## src/rtl/je_sched_pkg.sv

```systemverilog
// Shared definitions for the JPEG frame sequencer: state encoding,
// status byte layout, the default watchdog limit and small helper functions.
package je_sched_pkg;

  typedef enum logic [2:0] {
    ST_IDLE      = 3'd0,
    ST_ARM       = 3'd1,
    ST_CAPTURE   = 3'd2,
    ST_START_ENC = 3'd3,
    ST_ENCODE    = 3'd4,
    ST_READY     = 3'd5,
    ST_READOUT   = 3'd6,
    ST_ERR       = 3'd7
  } sched_state_e;

  localparam int STAT_ERR_BIT   = 7;
  localparam int STAT_READY_BIT = 6;
  localparam int STAT_BUSY_BIT  = 5;

  localparam int unsigned DEF_TO_CYC = 32'h00FF_FFFF;

  // Status byte seen by the host for a given state.
  function automatic logic [7:0] make_status(input sched_state_e s);
    logic [7:0] st;
    st = '0;
    st[2:0]            = s;
    st[STAT_ERR_BIT]   = (s == ST_ERR);
    st[STAT_READY_BIT] = (s == ST_READY);
    st[STAT_BUSY_BIT]  = (s != ST_IDLE) && (s != ST_ERR);
    return st;
  endfunction

  // States that wait on an external block and are guarded by the watchdog.
  function automatic logic wdog_guarded(input sched_state_e s);
    return (s == ST_ARM) || (s == ST_CAPTURE) || (s == ST_ENCODE);
  endfunction

endpackage

```

## src/rtl/je_sched_wdog.sv

```systemverilog
// Watchdog for the frame sequencer: clears on request, counts while enabled
// and flags expiry on the cycle the count sits at TO_CYC-1.
module je_sched_wdog
  import je_sched_pkg::*;
#(
  parameter int          TO_W   = 24,
  parameter int unsigned TO_CYC = DEF_TO_CYC
) (
  input  logic clk,
  input  logic reset,
  input  logic clear,
  input  logic enable,
  output logic expire
);

  localparam logic [TO_W-1:0] LIMIT = TO_W'(TO_CYC - 1);

  logic [TO_W-1:0] cnt_q;
  logic [TO_W-1:0] cnt_d;

  // Clear wins over counting; the count holds at the limit since the FSM leaves anyway.
  always_comb begin
    cnt_d = cnt_q;
    if (clear) begin
      cnt_d = '0;
    end else if (enable && (cnt_q != LIMIT)) begin
      cnt_d = cnt_q + 1'b1;
    end
  end

  // Counter register with synchronous reset.
  always_ff @(posedge clk) begin
    if (reset) begin
      cnt_q <= '0;
    end else begin
      cnt_q <= cnt_d;
    end
  end

  assign expire = enable && (cnt_q == LIMIT);

endmodule

```

## src/rtl/je_frame_sched.sv

```systemverilog
// Frame sequencer for the JPEG capture path: snapshot -> arm on vsync ->
// capture -> encode -> hold -> SPI readout, with watchdog, abort and status.
// Optional macro JE_SCHED_CONTINUOUS_EN re-arms on the next frame after
// each readout instead of returning to idle.
module je_frame_sched
  import je_sched_pkg::*;
#(
  parameter int          ASZ    = 17,
  parameter int          TO_W   = 24,
  parameter int unsigned TO_CYC = DEF_TO_CYC,
  parameter int          CNT_W  = 8
) (
  input  logic             clk,
  input  logic             reset,
  input  logic             host_snap,
  input  logic             host_rd_start,
  input  logic             host_abort,
  input  logic             cam_vsync,
  input  logic             cap_done,
  input  logic             je_done,
  input  logic [ASZ-1:0]   jpeg_size,
  input  logic             rd_done,
  output logic             cap_en,
  output logic             je_start,
  output logic             rd_en,
  output logic [ASZ-1:0]   jpeg_size_q,
  output logic [CNT_W-1:0] frame_cnt,
  output logic [7:0]       status
);

  sched_state_e     state_q, state_d;
  logic             vsync_q;
  logic             cap_en_q, cap_en_d;
  logic             je_start_q, je_start_d;
  logic             rd_en_q, rd_en_d;
  logic [ASZ-1:0]   jpeg_size_d;
  logic [CNT_W-1:0] frame_cnt_q, frame_cnt_d;
  logic [7:0]       status_q, status_d;
  logic             vsync_rise;
  logic             wd_expire;

  assign vsync_rise = cam_vsync & ~vsync_q;

  je_sched_wdog #(
    .TO_W   (TO_W),
    .TO_CYC (TO_CYC)
  ) u_wdog (
    .clk    (clk),
    .reset  (reset),
    .clear  (state_d != state_q),
    .enable (wdog_guarded(state_q)),
    .expire (wd_expire)
  );

  // Next state and next output values; abort beats exit events, which beat the watchdog.
  always_comb begin
    state_d     = state_q;
    jpeg_size_d = jpeg_size_q;
    frame_cnt_d = frame_cnt_q;
    if (host_abort) begin
      state_d = ST_IDLE;
    end else begin
      case (state_q)
        ST_IDLE:      if (host_snap) state_d = ST_ARM;
        ST_ARM: begin
          if (vsync_rise)     state_d = ST_CAPTURE;
          else if (wd_expire) state_d = ST_ERR;
        end
        ST_CAPTURE: begin
          if (cap_done)       state_d = ST_START_ENC;
          else if (wd_expire) state_d = ST_ERR;
        end
        ST_START_ENC: state_d = ST_ENCODE;
        ST_ENCODE: begin
          if (je_done) begin
            state_d     = ST_READY;
            jpeg_size_d = jpeg_size;
          end else if (wd_expire) begin
            state_d = ST_ERR;
          end
        end
        ST_READY:     if (host_rd_start) state_d = ST_READOUT;
        ST_READOUT: begin
          if (rd_done) begin
            frame_cnt_d = frame_cnt_q + 1'b1;
`ifdef JE_SCHED_CONTINUOUS_EN
            state_d = ST_ARM;
`else
            state_d = ST_IDLE;
`endif
          end
        end
        ST_ERR:       state_d = ST_ERR;
        default:      state_d = ST_IDLE;
      endcase
    end
    cap_en_d   = (state_d == ST_CAPTURE);
    je_start_d = (state_d == ST_START_ENC);
    rd_en_d    = (state_d == ST_READOUT);
    status_d   = make_status(state_d);
  end

  // State, vsync history and registered outputs.
  always_ff @(posedge clk) begin
    if (reset) begin
      state_q     <= ST_IDLE;
      vsync_q     <= 1'b0;
      cap_en_q    <= 1'b0;
      je_start_q  <= 1'b0;
      rd_en_q     <= 1'b0;
      jpeg_size_q <= '0;
      frame_cnt_q <= '0;
      status_q    <= '0;
    end else begin
      state_q     <= state_d;
      vsync_q     <= cam_vsync;
      cap_en_q    <= cap_en_d;
      je_start_q  <= je_start_d;
      rd_en_q     <= rd_en_d;
      jpeg_size_q <= jpeg_size_d;
      frame_cnt_q <= frame_cnt_d;
      status_q    <= status_d;
    end
  end

  assign cap_en    = cap_en_q;
  assign je_start  = je_start_q;
  assign rd_en     = rd_en_q;
  assign frame_cnt = frame_cnt_q;
  assign status    = status_q;

endmodule

```

## config.mk

```make
export PLATFORM = sky130hd
export DESIGN_NAME = je_frame_sched
export DESIGN_NICKNAME = d
export VERILOG_FILES = /design/src/rtl/je_sched_pkg.sv /design/src/rtl/je_sched_wdog.sv /design/src/rtl/je_frame_sched.sv
export SDC_FILE = /design/constraint.sdc
export NUM_CORES = 1
export LEC_CHECK = 0
export CAP_MARGIN = 20
export CORE_MARGIN = 1
export CORE_UTILIZATION = 47
export CTS_BUF_LIST = sky130_fd_sc_hd__clkbuf_2 sky130_fd_sc_hd__clkbuf_4 sky130_fd_sc_hd__clkbuf_8
export DETAILED_ROUTE_END_ITERATION = 7
export PLACE_DENSITY_LB_ADDON = 0.25
export SYNTH_ARGS = -nofsm -noshare
export SYNTH_HDL_FRONTEND = slang
export SYNTH_SLANG_ARGS = --single-unit
```

## constraint.sdc

```tcl
create_clock -name clk -period 2.15 [get_ports clk]
set_clock_uncertainty 0.2 [all_clocks]
set_input_delay 0.215 -clock clk [delete_from_list [all_inputs] [get_ports clk]]
set_output_delay 0.215 -clock clk [all_outputs]
set_load 0.02 [all_outputs]
```

==> results.sh <==
export IMPL_yosys_warnings=0
export IMPL_max_freq_mhz=477
export IMPL_gp_congestion=0.868
export IMPL_yosysSeqAreaShare_pct=42.2
export IMPL_via_per_inst=5.32
export IMPL_grt_pass1_wl_mm=11.3
export IMPL_htreeDepth=3
export IMPL_fin_area_um2=4120
export IMPL_powerDensity_nw_per_um2=589
export IMPL_antenna_left=0
export IMPL_dr_pass1_iters=4
export IMPL_slew_viol_final=0
export IMPL_worstPathRequired_ns=2.22
export IMPL_ys_seq_elements=59
export IMPL_maxCapViolCount=0
export IMPL_fin_crit_ns=2.10
export IMPL_clkTransAtPathRegs_ns=0.06
export IMPL_r2r_setup_slack_ns=0.05
export IMPL_status="finished clean"
export IMPL_grt_use_total_pct=23.5
export IMPL_startpoint="status[2]"
export IMPL_setup_violations=0
export IMPL_antenna_found_initial=0
export IMPL_wirelength_mm=7.04
export IMPL_avgSynthCellArea_um2=8.42
export IMPL_hold_viol=0
export IMPL_grt_pass1_vias=2578
export IMPL_start_util_pct=49.9
export IMPL_async_reset_ff_share_pct=0
export IMPL_rows=27
export IMPL_routedWlPerCell_um=13.9
export IMPL_synthesis_area_um2=2800
export IMPL_rr_endpoint="u_wdog.cnt_q[22]"
export IMPL_grt_overflow=0
export IMPL_synth_edff_count=0
export IMPL_synthCells=332
export IMPL_dieArea_um2=6260
export IMPL_synth_cell_types=62
export IMPL_reg2reg_depth=8
export IMPL_worst_setup_path_type="reg -> reg"
export IMPL_numClockSinks=59
export IMPL_final_core_util_pct=73.5
export IMPL_arrival_ns=2.17
export IMPL_via_count=2689
export IMPL_root_buffer="clkbuf_8"
export IMPL_drcViolationCount=0
export IMPL_cts_tree="done"
export IMPL_clock_path_buffers=2
export IMPL_grt_start_max_net_pins=28
export IMPL_cp_start_kind="flop"
export IMPL_postCtsHoldBufs=0
export IMPL_hpwlAfterDp_mm=4.63
export IMPL_fin_nets=457
export IMPL_cp_max_fo=11
export IMPL_design_power_total_uw=2430
export IMPL_post_route_period_util_pct=97.6
export IMPL_synth_main_ff_cell="dfxtp_1"
export IMPL_dpl_cell_area_um2=3700
export IMPL_drt_iter0_drc=91
export IMPL_worstReg2RegStart="status[2]"
export IMPL_die_h_um=79.1
export IMPL_io_pins=62
export IMPL_antenna_cells=0
export IMPL_endpoint_kind="flop"
export IMPL_cts_buffers=9
export IMPL_insertion_delay_ns=0.34
export IMPL_drive_gt1_share_pct=23.6
export IMPL_holdCritPathClass="in -> reg"
export IMPL_area_growth_pct=47.4
export IMPL_ir_drop_mv=0.556
export IMPL_crit_path_end="u_wdog.cnt_q[22]"
export IMPL_p_leak_uw=0.00144
export IMPL_n_fill_cell=408
export IMPL_die_w_um=79.1
export IMPL_core_area_um2=5610
export IMPL_numPortBuffers=59
[layer usage]
| metal | vias up | GRT usage, % | wire (um) |
|---|---|---|---|
| met5 | - | 0 | 0 |
| met1 | 1258 | 26.2 | 2920 |
| met2 | 87 | 37.3 | 3400 |
| li1 | 1329 | - | - |
| met3 | 15 | 11.4 | 547 |
| met4 | 0 | 11.1 | 175 |
[worst min-delay path by stage]
stage | to | cells past startpoint | startpoint | slack (ns)
final | jpeg_size_q[2] | 3 | jpeg_size[2] | 0.22
after floorplan | vsync_q | 1 | cam_vsync | 0.14
after global placement | jpeg_size_q[4] | 2 | jpeg_size_q[4] | 0.24
after CTS | jpeg_size_q[4] | 3 | jpeg_size[4] | 0.20
after global routing | jpeg_size_q[2] | 3 | jpeg_size[2] | 0.20
after detailed placement | jpeg_size_q[4] | 2 | jpeg_size_q[4] | 0.25
[worst max-delay path, cell delays in order (launching register included)]
cell and delay, ns:
dfxtp_2 0.34, buf_6 0.14, or3b_4 0.40, o21a_1 0.15
a21oi_4 0.15, o2111a_1 0.26, o21ai_4 0.11, buf_6 0.17
a21oi_2 0.11
[through the flow]
step	setup TNS [ns]	hold WS [ns]	cells	setup WS, ns
after detailed placement	-3.45	0.251	487	-0.174
after global routing	-0.0477	0.205	505	-0.0182
final	0	0.217	505	0.0521
after CTS	0	0.198	503	0.00474
after global placement	-2.16	0.241	487	-0.114
after floorplan	0	0.143	333	0.0270
[where the power goes]
part	switching, uW	leakage, uW	total, uW	internal [uW]
sequential	3.43	0.000478	1100	1100
combinational	73.1	0.000850	163	89.6
clock	436	0.000116	1160	727
total	512	0.00144	2430	1910
[cells in the mapped netlist (2+ instances only)]
cell	number	share of area, %
and3_1	3	0.67
a21oi_1	23	4.1
xnor2_1	23	7.2
o21a_1	3	0.81
o21ai_2	2	0.63
nand3b_1	2	0.54
and4_1	2	0.63
inv_1	7	0.94
buf_2	9	1.6
o211ai_1	2	0.54
nor4_2	2	0.89
nor3_2	2	0.72
clkbuf_1	6	0.81
buf_4	2	0.54
or3_1	2	0.45
nor4_1	7	1.6
a211oi_1	3	0.81
nor2b_1	6	1.3
nand2b_1	4	0.89
nand2_1	50	6.7
xor2_1	5	1.6
nand3_1	11	2.0
ha_1	3	1.3
o21ai_0	4	0.72
dfxtp_1	59	42
nand4_1	3	0.67
nor2_1	40	5.4
nor3_1	13	2.3
[layout make-up]
| cell class | instances | area [um2] | area share, % |
|---|---|---|---|
| Multi-Input combinational cell | 248 | 1650 | 40.0 |
| Sequential cell | 59 | 1190 | 28.8 |
| Timing Repair Buffer | 103 | 940 | 22.8 |
| Clock buffer | 12 | 159 | 3.86 |
| Tap cell | 72 | 90.1 | 2.19 |
| Clock inverter | 4 | 72.6 | 1.76 |
| Inverter | 7 | 26.3 | 0.638 |
[registers in the layout, indices dropped and copies added, names as in the netlist]
register	cells
cap_en	1
frame_cnt	8
je_start	1
jpeg_size_q	17
rd_en	1
state_q	2
status	4
u_wdog.cnt_q	24
vsync_q	1
[cell usage in the layout, fill, tap and decap left out, types with 2 or more instances in the layout]
| cell type | count |
|---|---|
| a211oi_1 | 2 |
| a21oi_1 | 21 |
| a21oi_2 | 2 |
| and3_1 | 3 |
| buf_4 | 39 |
| buf_6 | 5 |
| bufinv_16 | 2 |
| clkbuf_8 | 11 |
| clkdlybuf4s50_1 | 59 |
| conb_1 | 2 |
| dfxtp_1 | 55 |
| dfxtp_2 | 4 |
| ha_1 | 3 |
| inv_1 | 7 |
| nand2_1 | 49 |
| nand2b_1 | 3 |
| nand3_1 | 10 |
| nand3_4 | 2 |
| nand3b_1 | 2 |
| nand4_1 | 3 |
| nor2_1 | 40 |
| nor2b_1 | 6 |
| nor3_1 | 9 |
| nor3_2 | 6 |
| nor4_1 | 4 |
| nor4_2 | 4 |
| nor4_4 | 2 |
| o211ai_1 | 2 |
| o21a_1 | 3 |
| o21ai_0 | 3 |
| o21ai_4 | 2 |
| or2_4 | 2 |
| or3_4 | 2 |
| xnor2_1 | 23 |
| xor2_1 | 5 |
[cell families after synthesis]
group,after synthesis,synth area share (%)
compound gates,53,12.6
xor+xnor,28,8.77
fa+ha+maj,3,1.34
buf+inv,26,4.43
flops,59,42.2
mux,1,0.358
other cells,1,0.134
simple gates,161,30.1
[timing repair]
item                                    4_1_cts  5_1_grt
pin swaps                                     2        8
gates cloned                                  0        0
setup buffers                                 0        2
gates resized for setup                       9       27
endpoints found under the setup margin       22       27
Power figures use the tool's default switching activity.
==> RTL change, RTL diff (config.mk and constraints unchanged) <==
Build with the macro `JE_SCHED_CONTINUOUS_EN` defined.
--- a/src/rtl/je_frame_sched.sv
+++ b/src/rtl/je_frame_sched.sv
@@ -4,2 +4,4 @@
 // each readout instead of returning to idle.
+`define JE_SCHED_CONTINUOUS_EN
+
 module je_frame_sched
Function: changed (a bounded check fails within 10 cycles, from zero or initial values and one cycle with reset high).
==> RTL change against the original RTL <==
The flow now finishes with violations (setup timing); sequential cell count unchanged; fmax down 5.9%; die area up 4.1%; sequential share of layout area down 4.3 points; area after synthesis up 4.2%; largest power group unchanged; power up 5.7%; non-clock buffer count up 38; largest cell class unchanged; final area up 19%; wire length up 39%; worst setup slack worse by 0.13 ns; critical path type unchanged.
==> RTL change: results (changes against the original RTL) <==
status:
  status: "finished with violations"
  violations: "setup timing"
final_layout:
  fill_cells: 356  # -13%
  layout.nets: 508  # +11%
  drive_above_1_share_pct: 36.8  # +13 points
detailed_routing:
  met1Wirelength_um: 3890  # +33%
  wire_per_inst_um: 17.5  # +26%
  route.top_layer_used: "met4"
  dr.first_iter.drc_count: 236  # +160%
  viasPerCell: 5.75  # +8.1%
  wl_met3_um: 584  # +6.8%
  route.met2.wl_um: 5080  # +49%
  via_count: 3217  # +20%
global_routing:
  track_usage_pct: 26.5  # +3.0 points
  grt_use_met2_pct: 48.6  # +11 points
  grt_pass1_wl_um: 13200  # +17%
  grt_pass1_vias: 2871  # +11%
  grt_use_met3_pct: 5.62  # -5.8 points
  use_met1_pct: 30.1  # +4.0 points
  grt_max_degree: 27  # -3.6%
placed_design:
  dp_slack_ns: -0.308  # -0.134 ns
  place_inst: 521  # +7.0%
  post-dp-hpwl_um: 5650  # +22%
  placed_area_um2: 3980  # +7.4%
  gp_congestion: 0.921  # +6.1%
power:
  power_frac_comb_pct: 7.9  # +1.2 points
  leakage_nw: 1.72  # +19%
  irDropWorstVdd_mv: 0.659  # +19%
  seq_power_share_pct: 42.9  # -2.5 points
  switching_share_pct: 21.5  # +0.38 points
  power.density_nw_per_um2: 524  # -11%
clock_tree:
  post_cts_resized: 40  # +31
  cts_setup_buffers: 5  # +5
synth:
  synth_common_cells: "59 x dfxtp_1, 52 x nand2_1, 20 x a21oi_1"
  yosysSeqAreaShare_pct: 40.5  # -1.7 points
  synth.area.top_cells: "dfxtp_1 41%, nand2_1 6.7%, a21oi_1 3.4%"
  synth.distinct_cells: 55  # -11%
  syn_avg_cell_area_um2: 8.37  # -0.59%
worst_setup_path:
  crit_slowest_cell: "or4_4"
  worst_ep_arrival_time_ns: 2.29  # +0.12 ns
  path_max_fanout: 6  # -5
  max_stage_delay_ns: 0.42  # +0.02 ns
  worst_path_dominant_cell_family: "simple AND/OR/NAND/NOR gates"
sta:
  setup_tns_ns: -0.637  # -0.637 ns
  setup_viol: 18  # +18
  setup_slack_ns: -0.0799  # -0.132 ns
hold_path:
  holdCritPathClass: "in2reg"
-- RTL change: changes by cell type in the layout (fill, tap and decap cells not counted), sizes merged, moves of 4 or more --
cell / unedited run / this run
a21oi: 24 / 20
or4: 1 / 6
nor2: 40 / 18
a211oi: 3 / 19
or3: 3 / 15
buf: 44 / 81
xnor2: 23 / 8
nand4: 3 / 10
o21ai: 7 / 17
-- RTL change: cell families after synthesis --
logic type | after synthesis | share of synthesized area (%)
xor gates and xnor gates | 13 | 3.91
and+or+nand+nor | 156 | 27.9
adders and majority gates | 3 | 1.29
AOI/OAI and AO/OA | 82 | 20.1
DFF | 59 | 40.5
muxes | 2 | 0.687
other | 1 | 0.129
buffers and inverters | 32 | 5.41
-- RTL change: path summary, 6_finish.rpt --
check	startpoint	end	slack [ns]	cells after the start
worst max-delay path	u_wdog.cnt_q[4]$_SDFFE_PP0P_	u_wdog.cnt_q[20]$_SDFFE_PP0P_	-0.08	6
worst min-delay path	jpeg_size[14]	jpeg_size_q[14]$_SDFFE_PP0P_	0.22	3
worst max register to register	u_wdog.cnt_q[4]$_SDFFE_PP0P_	u_wdog.cnt_q[20]$_SDFFE_PP0P_	-0.08	6
worst min register to register	jpeg_size_q[2]$_SDFFE_PP0P_	jpeg_size_q[2]$_SDFFE_PP0P_	0.25	2
-- RTL change: area by class of cell --
| cell class | instances | area (um2) | area share (%) |
|---|---|---|---|
| clock buffer | 11 | 145 | 2.96 |
| clock inverter | 5 | 100 | 2.04 |
| inverter | 9 | 33.8 | 0.690 |
| multi-input combinational | 259 | 1980 | 40.4 |
| sequential | 59 | 1200 | 24.5 |
| tap | 75 | 93.8 | 1.92 |
| timing repair buffer | 141 | 1350 | 27.5 |
